## src/rtl/sim_mbox_ctrl_if.sv

```systemverilog
// Snooped AHB-Lite write-side signals plus the character drain port of the
// simulation mailbox controller. The master side is the environment (bus
// observer and character consumer); the slave side is the controller.
interface sim_mbox_ctrl_if;
  logic [31:0] haddr;
  logic [1:0]  htrans;
  logic        hwrite;
  logic        hready;
  logic [31:0] hwdata;
  logic        chr_vld;
  logic [7:0]  chr_data;
  logic        chr_rdy;

  modport master (
    output haddr, htrans, hwrite, hready, hwdata, chr_rdy,
    input  chr_vld, chr_data
  );

  modport slave (
    input  haddr, htrans, hwrite, hready, hwdata, chr_rdy,
    output chr_vld, chr_data
  );
endinterface

```

## src/rtl/sim_mbox_ctrl.sv

```systemverilog
// Simulation mailbox snooper: qualifies AHB-Lite writes into the mailbox
// window, runs the two-strike pass/fail detectors, buffers printf characters
// in a small FIFO and publishes the GPR dump as write pulses plus a mask.
// Observe-only: nothing here drives the bus.
module sim_mbox_ctrl #(
  parameter logic [31:0] BASE_ADDR  = 32'h20007c50,
  parameter int          FIFO_DEPTH = 8
) (
  input  logic            sysclk,
  input  logic            sysrst_b,
  sim_mbox_ctrl_if.slave  bus,
  output logic [7:0]      chr_drop_cnt,
  output logic            pass_o,
  output logic            fail_o,
  output logic            gpr_wr_vld,
  output logic [3:0]      gpr_wr_idx,
  output logic [31:0]     gpr_wr_data,
  output logic [15:0]     gpr_mask,
  output logic            gpr_done
);

  localparam int AW = $clog2(FIFO_DEPTH);

  typedef enum logic [1:0] {MK_IDLE, MK_ARMED, MK_HIT} mk_state_t;

  // Address/data phase tracking
  logic        pend;
  logic [31:0] pend_addr;
  logic        addr_ok;
  logic        data_done;

  assign addr_ok   = (bus.htrans == 2'b10) && bus.hwrite && bus.hready;
  assign data_done = pend && bus.hready;

  // Decode of the completing data phase
  logic [31:0] offset;
  logic        is_ctrl;
  logic        is_pass_mk;
  logic        is_fail_mk;
  logic        gpr_hit;
  logic [3:0]  gpr_idx;

  assign offset     = pend_addr - BASE_ADDR;
  assign is_ctrl    = (offset == 32'h0);
  assign is_pass_mk = (bus.hwdata == 32'h2002);
  assign is_fail_mk = (bus.hwdata == 32'h1001);
  assign gpr_hit    = data_done && (offset >= 32'h10) && (offset <= 32'h4c) &&
                      (offset[1:0] == 2'b00);
  // Offsets 0x10..0x4C map to word indices 4..19; subtract 4 for 0..15.
  assign gpr_idx    = 4'(offset[6:2] - 5'd4);

  // Track the outstanding data phase; a new accepted address wins over completion
  always_ff @(posedge sysclk or negedge sysrst_b) begin
    if (!sysrst_b) begin
      pend      <= 1'b0;
      pend_addr <= 32'h0;
    end else if (addr_ok) begin
      pend      <= 1'b1;
      pend_addr <= bus.haddr;
    end else if (data_done) begin
      pend      <= 1'b0;
    end
  end

  // Pass/fail marker detectors
  mk_state_t pass_state, pass_next;
  mk_state_t fail_state, fail_next;
  logic      frozen;
  logic      ctrl_wr;

  assign frozen  = (pass_state == MK_HIT) || (fail_state == MK_HIT);
  assign ctrl_wr = data_done && is_ctrl;
  assign pass_o  = (pass_state == MK_HIT);
  assign fail_o  = (fail_state == MK_HIT);

  // Detector state registers
  always_ff @(posedge sysclk or negedge sysrst_b) begin
    if (!sysrst_b) begin
      pass_state <= MK_IDLE;
      fail_state <= MK_IDLE;
    end else begin
      pass_state <= pass_next;
      fail_state <= fail_next;
    end
  end

  // Advance a detector on its own marker; everything freezes once one hits
  always_comb begin
    pass_next = pass_state;
    fail_next = fail_state;
    if (ctrl_wr && !frozen) begin
      if (is_pass_mk) begin
        case (pass_state)
          MK_IDLE:  pass_next = MK_ARMED;
          MK_ARMED: pass_next = MK_HIT;
          default:  pass_next = pass_state;
        endcase
      end
      if (is_fail_mk) begin
        case (fail_state)
          MK_IDLE:  fail_next = MK_ARMED;
          MK_ARMED: fail_next = MK_HIT;
          default:  fail_next = fail_state;
        endcase
      end
    end
  end

  // Character FIFO; pointers carry one extra wrap bit to split full from empty
  logic [7:0]  mem [FIFO_DEPTH];
  logic [AW:0] wr_ptr;
  logic [AW:0] rd_ptr;
  logic        empty;
  logic        full;
  logic        push_req;
  logic        push;
  logic        pop;
  logic        drop;

  assign empty    = (wr_ptr == rd_ptr);
  assign full     = (wr_ptr[AW] != rd_ptr[AW]) &&
                    (wr_ptr[AW-1:0] == rd_ptr[AW-1:0]);
  assign push_req = ctrl_wr && !is_pass_mk && !is_fail_mk;
  assign pop      = !empty && bus.chr_rdy;
  // A pop in the same cycle frees the slot, so a push into a full FIFO survives
  assign push     = push_req && (!full || pop);
  assign drop     = push_req && full && !pop;

  assign bus.chr_vld  = !empty;
  assign bus.chr_data = empty ? 8'h00 : mem[rd_ptr[AW-1:0]];

  // Character storage write
  always_ff @(posedge sysclk) begin
    if (push) begin
      mem[wr_ptr[AW-1:0]] <= bus.hwdata[7:0];
    end
  end

  // FIFO pointers and saturating overflow counter
  always_ff @(posedge sysclk or negedge sysrst_b) begin
    if (!sysrst_b) begin
      wr_ptr       <= '0;
      rd_ptr       <= '0;
      chr_drop_cnt <= 8'h00;
    end else begin
      if (push) begin
        wr_ptr <= wr_ptr + {{AW{1'b0}}, 1'b1};
      end
      if (pop) begin
        rd_ptr <= rd_ptr + {{AW{1'b0}}, 1'b1};
      end
      if (drop && (chr_drop_cnt != 8'hff)) begin
        chr_drop_cnt <= chr_drop_cnt + 8'd1;
      end
    end
  end

  // GPR dump capture: one pulse per aligned window write, sticky mask and done
  always_ff @(posedge sysclk or negedge sysrst_b) begin
    if (!sysrst_b) begin
      gpr_wr_vld  <= 1'b0;
      gpr_wr_idx  <= 4'h0;
      gpr_wr_data <= 32'h0;
      gpr_mask    <= 16'h0000;
      gpr_done    <= 1'b0;
    end else begin
      gpr_wr_vld <= gpr_hit;
      if (gpr_hit) begin
        gpr_wr_idx            <= gpr_idx;
        gpr_wr_data           <= bus.hwdata;
        gpr_mask[gpr_idx]     <= 1'b1;
        if (offset == 32'h4c) begin
          gpr_done <= 1'b1;
        end
      end
    end
  end

endmodule

```

## src/flat_wrapper.sv

```systemverilog
// flat-port wrapper written by rule: the top's interface ports become plain ports
module sim_mbox_ctrl_flat 
#(
  parameter logic [31:0] BASE_ADDR  = 32'h20007c50,
  parameter int          FIFO_DEPTH = 8
)
  (sysclk, sysrst_b, chr_drop_cnt, pass_o, fail_o, gpr_wr_vld, gpr_wr_idx, gpr_wr_data, gpr_mask, gpr_done, bus_haddr, bus_htrans, bus_hwrite, bus_hready, bus_hwdata, bus_chr_rdy, bus_chr_vld, bus_chr_data);
  sim_mbox_ctrl_if bus_i ();
  input  logic sysclk;
  input  logic sysrst_b;
  output logic [7:0] chr_drop_cnt;
  output logic pass_o;
  output logic fail_o;
  output logic gpr_wr_vld;
  output logic [3:0] gpr_wr_idx;
  output logic [31:0] gpr_wr_data;
  output logic [15:0] gpr_mask;
  output logic gpr_done;
  input wire logic [$bits(bus_i.haddr)-1:0] bus_haddr;
  input wire logic [$bits(bus_i.htrans)-1:0] bus_htrans;
  input wire logic [$bits(bus_i.hwrite)-1:0] bus_hwrite;
  input wire logic [$bits(bus_i.hready)-1:0] bus_hready;
  input wire logic [$bits(bus_i.hwdata)-1:0] bus_hwdata;
  input wire logic [$bits(bus_i.chr_rdy)-1:0] bus_chr_rdy;
  output wire logic [$bits(bus_i.chr_vld)-1:0] bus_chr_vld;
  output wire logic [$bits(bus_i.chr_data)-1:0] bus_chr_data;
  assign bus_i.haddr = bus_haddr;
  assign bus_i.htrans = bus_htrans;
  assign bus_i.hwrite = bus_hwrite;
  assign bus_i.hready = bus_hready;
  assign bus_i.hwdata = bus_hwdata;
  assign bus_i.chr_rdy = bus_chr_rdy;
  assign bus_chr_vld = bus_i.chr_vld;
  assign bus_chr_data = bus_i.chr_data;
  sim_mbox_ctrl #(.BASE_ADDR(BASE_ADDR), .FIFO_DEPTH(FIFO_DEPTH)) u_core (.sysclk(sysclk), .sysrst_b(sysrst_b), .bus(bus_i), .chr_drop_cnt(chr_drop_cnt), .pass_o(pass_o), .fail_o(fail_o), .gpr_wr_vld(gpr_wr_vld), .gpr_wr_idx(gpr_wr_idx), .gpr_wr_data(gpr_wr_data), .gpr_mask(gpr_mask), .gpr_done(gpr_done));
endmodule
```

## config.mk

```make
export PLATFORM = sky130hd
export DESIGN_NAME = sim_mbox_ctrl_flat
export DESIGN_NICKNAME = d
export VERILOG_FILES = /design/src/rtl/sim_mbox_ctrl_if.sv /design/src/rtl/sim_mbox_ctrl.sv /design/src/flat_wrapper.sv
export SDC_FILE = /design/constraint.sdc
export NUM_CORES = 1
export LEC_CHECK = 0
export ABC_CLOCK_PERIOD_IN_PS = 3800
export CORE_ASPECT_RATIO = 1.5
export CORE_UTILIZATION = 45
export CTS_BUF_LIST = sky130_fd_sc_hd__clkbuf_4 sky130_fd_sc_hd__clkbuf_8
export DETAILED_ROUTE_END_ITERATION = 10
export PLACE_DENSITY_LB_ADDON = 0.3
export SETUP_SLACK_MARGIN = 0.05
export SYNTH_ARGS = -nofsm -noshare
export SYNTH_HDL_FRONTEND = slang
export SYNTH_SLANG_ARGS = --single-unit
```

## constraint.sdc

```tcl
create_clock -name sysclk -period 3.8 [get_ports sysclk]
set_clock_uncertainty 0.05 [all_clocks]
set_input_delay 0.57 -clock sysclk [delete_from_list [all_inputs] [get_ports sysclk]]
set_output_delay 0.57 -clock sysclk [all_outputs]
set_load 0.05 [all_outputs]
```

==> impl_metrics.env, run 1 <==
export IMPL_numPortBuffers=143
export IMPL_cts_root_buf="clkbuf_8"
export IMPL_synthCells=500
export IMPL_postCtsHoldBufs=0
export IMPL_drive_above_1_share_pct=22.0
export IMPL_cts_htree_levels=4
export IMPL_ys_warn_count=0
export IMPL_rr_startpoint="u_core.pend_addr[17]"
export IMPL_cellLeakagePower_nw=3.93
export IMPL_synth_avg_cell_area_um2=14.8
export IMPL_antennaDiodeCount=0
export IMPL_grt_pass1_wl_um=25600
export IMPL_hpwl_um=11500
export IMPL_dp_cells=846
export IMPL_chipHeight_um=159
export IMPL_vias=4699
export IMPL_syn_area_um2=7400
export IMPL_cts_path_max_buffers=2
export IMPL_ant_nets=0
export IMPL_synth_enable_flop_cells=64
export IMPL_synthTopCellsByArea="dfrtp_1, edfxtp_1, mux2_4, mux2_2, mux4_2"
export IMPL_max_freq_mhz=291
export IMPL_cp_startpoint="u_core.rd_ptr[1]"
export IMPL_antenna_found_initial=0
export IMPL_start_util_pct=45.9
export IMPL_maxCapViolations=0
export IMPL_synth_nets=574
export IMPL_run_status="finished, final reports clean"
export IMPL_r2r_end="u_core.mem[5][1]"
export IMPL_power_density_nw_per_um2=390
export IMPL_area_growth_pct=28.4
export IMPL_relSlewSlack_pct=33.8
export IMPL_regToRegSetupSlack_ns=0.36
export IMPL_crit_type="flop to primary output"
export IMPL_layout_commonest_cell="clkdlybuf4s50_1"
export IMPL_synth_largest_area_cell="dfrtp_1"
export IMPL_slew_viol_final=0
export IMPL_ys_types=54
export IMPL_die_area_um2=17000
export IMPL_viasPerCell=5.35
export IMPL_setup_violations_final=0
export IMPL_cts_setup_buffers=0
export IMPL_yosysSeqAreaShare_pct=62.1
export IMPL_wire_per_inst_um=17.9
export IMPL_crit_path_max_fanout=20
export IMPL_ios=144
export IMPL_drc=0
export IMPL_final_cells=878
export IMPL_worstSetupEndpoint="bus_chr_data[1]"
export IMPL_async_flop_share_pct=62.6
export IMPL_cts_tree="yes"
export IMPL_grt_max_degree=80
export IMPL_r2r_cells=7
export IMPL_cts_buffers=17
export IMPL_grt_overflow=0
export IMPL_die_w_um=107
export IMPL_drt_initial_drc_count=203
export IMPL_synth_top_area_share_pct=36.2
export IMPL_track_usage_pct=19.6
export IMPL_path_clk_slew_ns=0.10
export IMPL_peakVddDrop_mv=0.307
export IMPL_nNetsFinal=733
export IMPL_gp_congestion=0.818
export IMPL_tns_ns=0
export IMPL_numClockSinks=171
export IMPL_grt_pass1_vias=4966
export IMPL_clk_insertion_delay_late_ns=0.46
export IMPL_period_share_pct=90.5
export IMPL_grt_setup_unrepaired="false"
export IMPL_layout_common_cells="clkdlybuf4s50_1, dfrtp_1, edfxtp_1"
export IMPL_hold_viol_final=0
export IMPL_ys_flop_type="dfrtp_1"
export IMPL_worstHoldPathType="primary input to async pin"
export IMPL_cp_start_kind="flop"
export IMPL_fin_crit_ns=3.44
export IMPL_required_ns=3.18
export IMPL_core_um2=16100
export IMPL_crit_path_end_kind="primary output"
export IMPL_drt_wl_total_um=15700
export IMPL_critPathArrivalTime_ns=2.82
export IMPL_rows=57
export IMPL_ys_ff_latch=171
export IMPL_cts_repair_resized=0
export IMPL_dr_pass1_iters=4
export IMPL_worst_pin_slew_ns=0.992
-- per-stage QoR --
step	total power (W)	area, um^2	util (%)	setup WS, ns	hold slack (ns)
global placement	0.00252	9120	56.6	0.269	0.395
detailed placement	0.00254	9120	56.6	0.145	0.398
floorplan	0.00233	7400	-	0.732	0.224
global route	0.00387	9500	59.0	0.108	0.271
CTS	0.00375	9500	58.9	0.305	0.223
finish	0.00371	9500	59.0	0.361	0.209
-- where the power goes --
part / leakage (nW) / switching [W] / internal [W]
sequential: 1.99 / 0.0000792 / 0.00199
clock: 0.194 / 0.000724 / 0.000488
combinational: 1.75 / 0.000207 / 0.000220
total: 3.93 / 0.00101 / 0.00270
-- area by class of cell --
class                           instances  area [um^2]
Clock buffer                           17          234
Clock inverter                         15          146
Fill cell                            1296         6610
Inverter                               15         56.3
Multi-Input combinational cell        292         2640
Sequential cell                       171         4600
Tap cell                              206          258
Timing Repair Buffer                  162         1570
-- cells in the mapped netlist, drive strengths merged, types with 3 or more instances --
cell / n
edfxtp: 64
and3: 3
a21o: 9
ha: 3
or3: 3
buf: 8
nand2b: 5
inv: 15
o21bai: 3
a211oi: 3
nor4: 16
mux2: 71
nor2: 30
xor2: 4
xnor2: 15
clkbuf: 14
dfrtp: 107
o21ai: 7
a31o: 4
nor2b: 5
or4: 3
nand3b: 3
nand2: 13
mux2i: 9
nor3: 15
nand3: 22
mux4: 16
-- how the worst min path moves through the flow --
stage	start	to
2_1_floorplan	sysrst_b	u_core.chr_drop_cnt[0]
3_5_place_dp	u_core.gpr_mask[2]	u_core.gpr_mask[2]
5_1_grt	sysrst_b	u_core.pend_addr[21]
4_1_cts	sysrst_b	u_core.pend_addr[21]
6_report	sysrst_b	u_core.pend_addr[21]
3_3_place_gp	u_core.gpr_mask[7]	u_core.gpr_mask[7]
-- flip-flops by register name (all words and copies together), names as in the netlist --
name	cells
u_core.wr_ptr	4
u_core.gpr_wr_vld	1
u_core.rd_ptr	4
u_core.pend_addr	32
u_core.gpr_wr_data	32
u_core.pass_state	2
u_core.mem	64
u_core.fail_state	2
u_core.gpr_done	1
u_core.gpr_mask	16
u_core.chr_drop_cnt	8
u_core.pend	1
u_core.gpr_wr_idx	4
-- worst max-delay path, stage by stage (launching register included) --
cell and delay [ns]:
dfrtp_1 0.90, xnor2_1 0.15, nand3_1 0.13, nor2b_1 0.05
buf_4 0.16, nor2_1 0.12, clkdlybuf4s50_1 0.84
-- kinds of logic (layout without fill, tap and decap cells) --
kind of cell             after synthesis  count (layout)  synth area share [%]
XOR/XNOR                              19              19                  2.25
buffers and inverters                 37             209                  2.32
adder cells (fa/ha/maj)                3               3                 0.507
AO/OA/AOI/OAI                         40              40                  4.16
flip-flops                           171             171                  62.1
multiplexers                          96              96                  18.4
AND/OR/NAND/NOR                      134             134                  10.2
-- layer usage --
| metal | global-route usage [%] | routed length, um | vias up |
|---|---|---|---|
| met3 | 4.79 | 777 | 34 |
| li1 | - | - | 2181 |
| met1 | 22.6 | 6150 | 2346 |
| met2 | 33.9 | 8380 | 138 |
| met5 | 0 | 0 | - |
| met4 | 9.40 | 402 | 0 |
Power figures use the tool's default switching activity.
==> inputs of run 2 (changes only) <==
Settings changed: CORE_MARGIN set to 5.
==> run 2 against run 1 <==
Compared with the run above: sequential share of layout area is 0.089 points lower; largest power group unchanged; die area is 13% higher; wire length is 8.1% higher; via count is 1.2% higher; clock power hardly changed; utilization is 0.15 points lower.
==> impl_metrics.env, run 2 (synthesis gave the netlist of run 1 again) <==
export IMPL_grt_pass1_wl_um=27600
export IMPL_postCtsHoldBufs=0
export IMPL_drt_initial_drc_count=215
export IMPL_ant_nets=0
export IMPL_nFillCells=1258
export IMPL_worst_pin_slew_ns=0.848
export IMPL_clkPwrFrac_pct=32.9
export IMPL_die_w_um=115
export IMPL_gp_congestion=0.826
export IMPL_period_share_pct=91.4
export IMPL_required_ns=3.85
export IMPL_run_status="finished, final reports clean"
export IMPL_critPathSlowestCell="or4_1"
export IMPL_start_util_pct=45.7
export IMPL_ios=144
export IMPL_internal_power_w=0.00274
export IMPL_switching_share_pct=26.4
export IMPL_track_usage_pct=18.3
export IMPL_grt_pass1_vias=5227
export IMPL_grt_setup_unrepaired="false"
export IMPL_cts_htree_levels=4
export IMPL_rows=57
export IMPL_tns_ns=0
export IMPL_die_area_um2=19200
export IMPL_grt_max_degree=47
export IMPL_cp_start_kind="flop"
export IMPL_cellLeakagePower_nw=3.94
export IMPL_worstHoldPathType="primary input to async pin"
export IMPL_layout_commonest_cell="clkdlybuf4s50_1"
export IMPL_path_clk_slew_ns=0.10
export IMPL_postLayoutCellArea_um2=9520
export IMPL_cts_setup_buffers=0
export IMPL_largest_register_ffs=64
export IMPL_numPortBuffers=143
export IMPL_cp_slowest_stage_delay_ns=0.49
export IMPL_relSlewSlack_pct=43.4
export IMPL_cts_root_buf="clkbuf_8"
export IMPL_peakVddDrop_mv=0.265
export IMPL_crit_type="flop to flop"
export IMPL_power_density_nw_per_um2=392
export IMPL_dr_pass1_iters=4
export IMPL_seqPwrFrac_pct=55.4
export IMPL_grt_overflow=0
export IMPL_final_cells=882
export IMPL_area_growth_pct=28.6
export IMPL_hold_viol_final=0
export IMPL_cts_tree="yes"
export IMPL_setup_violations_final=0
export IMPL_maxCapViolations=0
export IMPL_nNetsFinal=737
export IMPL_drc=0
export IMPL_crit_path_end_kind="flop"
export IMPL_max_freq_mhz=288
export IMPL_switchingPower_w=0.000985
export IMPL_cts_repair_resized=0
export IMPL_core_um2=16200
export IMPL_cts_path_max_buffers=2
export IMPL_drt_wl_total_um=17000
export IMPL_fin_crit_ns=3.47
export IMPL_critPathArrivalTime_ns=3.52
export IMPL_antenna_found_initial=0
export IMPL_hpwl_um=12700
export IMPL_p_comb_share_pct=11.7
export IMPL_antennaDiodeCount=0
export IMPL_layout_common_cells="clkdlybuf4s50_1, dfrtp_1, edfxtp_1"
export IMPL_drive_above_1_share_pct=22.0
export IMPL_wire_per_inst_um=19.2
export IMPL_cts_buffers=17
export IMPL_slew_viol_final=0
export IMPL_viasPerCell=5.39
export IMPL_placed_area_um2=9150
export IMPL_vias=4755
export IMPL_clk_insertion_delay_late_ns=0.45
export IMPL_crit_path_max_fanout=8
export IMPL_numClockSinks=171
export IMPL_chipHeight_um=167
export IMPL_path_cells="o21a_1 -> or4_1 -> nand2_1 -> mux2_2 -> or3_1 -> nor4_1 -> buf_4 -> and2_1"
export IMPL_dp_cells=850
==> run 2: cell types whose count changed in the layout (fill, tap and decap cells not counted), sizes merged <==
cell and delta:
clkinvlp +2, inv -2, buf +4, clkinv -1
bufinv +1
==> run 2: final cells by class <==
cell class	count	area [um^2]	area share, %
multi-input combinational	292	2630	27.6
clock buffer	17	234	2.46
inverter	15	56.3	0.591
sequential	171	4600	48.3
timing repair buffer	166	1600	16.8
tap	206	258	2.71
clock inverter	15	140	1.47
==> run 2: through the flow <==
stage                     setup slack, ns  utilization (%)  hold WS [ns]  total power (W)
after floorplan                     0.732                -         0.224          0.00233
after global placement              0.223             56.5         0.397          0.00253
after detailed placement            0.184             56.5         0.402          0.00254
after CTS                           0.287             58.8        0.0657          0.00377
after global routing                0.132             58.8        0.0771          0.00389
final                               0.329             58.8        0.0577          0.00373
==> run 2: metal layers <==
layer,vias to the layer above,routed length [um],track usage (%)
met5,-,0,0
met4,0,370,6.13
met3,26,894,4.87
met2,142,9150,32.4
met1,2396,6560,21.2
li1,2191,-,-
==> run 2: power by group through the flow <==
stage	sequential (W)	combinational, W	clock, W
global placement	0.00210	0.000428	0
detailed placement	0.00210	0.000440	0
CTS	0.00207	0.000444	0.00126
floorplan	0.00208	0.000256	0
global route	0.00208	0.000478	0.00133
finish	0.00207	0.000437	0.00123
==> run 2: final timing paths <==
path	startpoint	end	slack [ns]	depth (start not counted)
setup / recovery	u_core.pend_addr[4]	u_core.mem[0][2]	0.33	8
hold / removal	sysrst_b	u_core.pend_addr[22]	0.06	1
setup reg to reg	u_core.pend_addr[4]	u_core.mem[0][2]	0.33	8
hold reg to reg	u_core.gpr_mask[0]	u_core.gpr_mask[0]	0.42	1
max in group asynchronous	sysrst_b	u_core.chr_drop_cnt[5]	2.75	2
min in group sysclk	u_core.gpr_mask[0]	u_core.gpr_mask[0]	0.42	1
==> run 2: critical path: cells and delay by family (launching register included) <==
| kind | cells | cell delay [ns] |
|---|---|---|
| AO/OA/AOI/OAI | 1 | 0.21 |
| buffers and inverters | 1 | 0.19 |
| flip-flops | 1 | 0.39 |
| multiplexers | 1 | 0.39 |
| AND/OR/NAND/NOR | 5 | 1.87 |
==> inputs of run 3 (changes only) <==
Settings changed: CTS_CLUSTER_SIZE set to 25.
==> results of run 3 <==
Same layout as run 2: the final DEF is identical, and so are final timing and power.
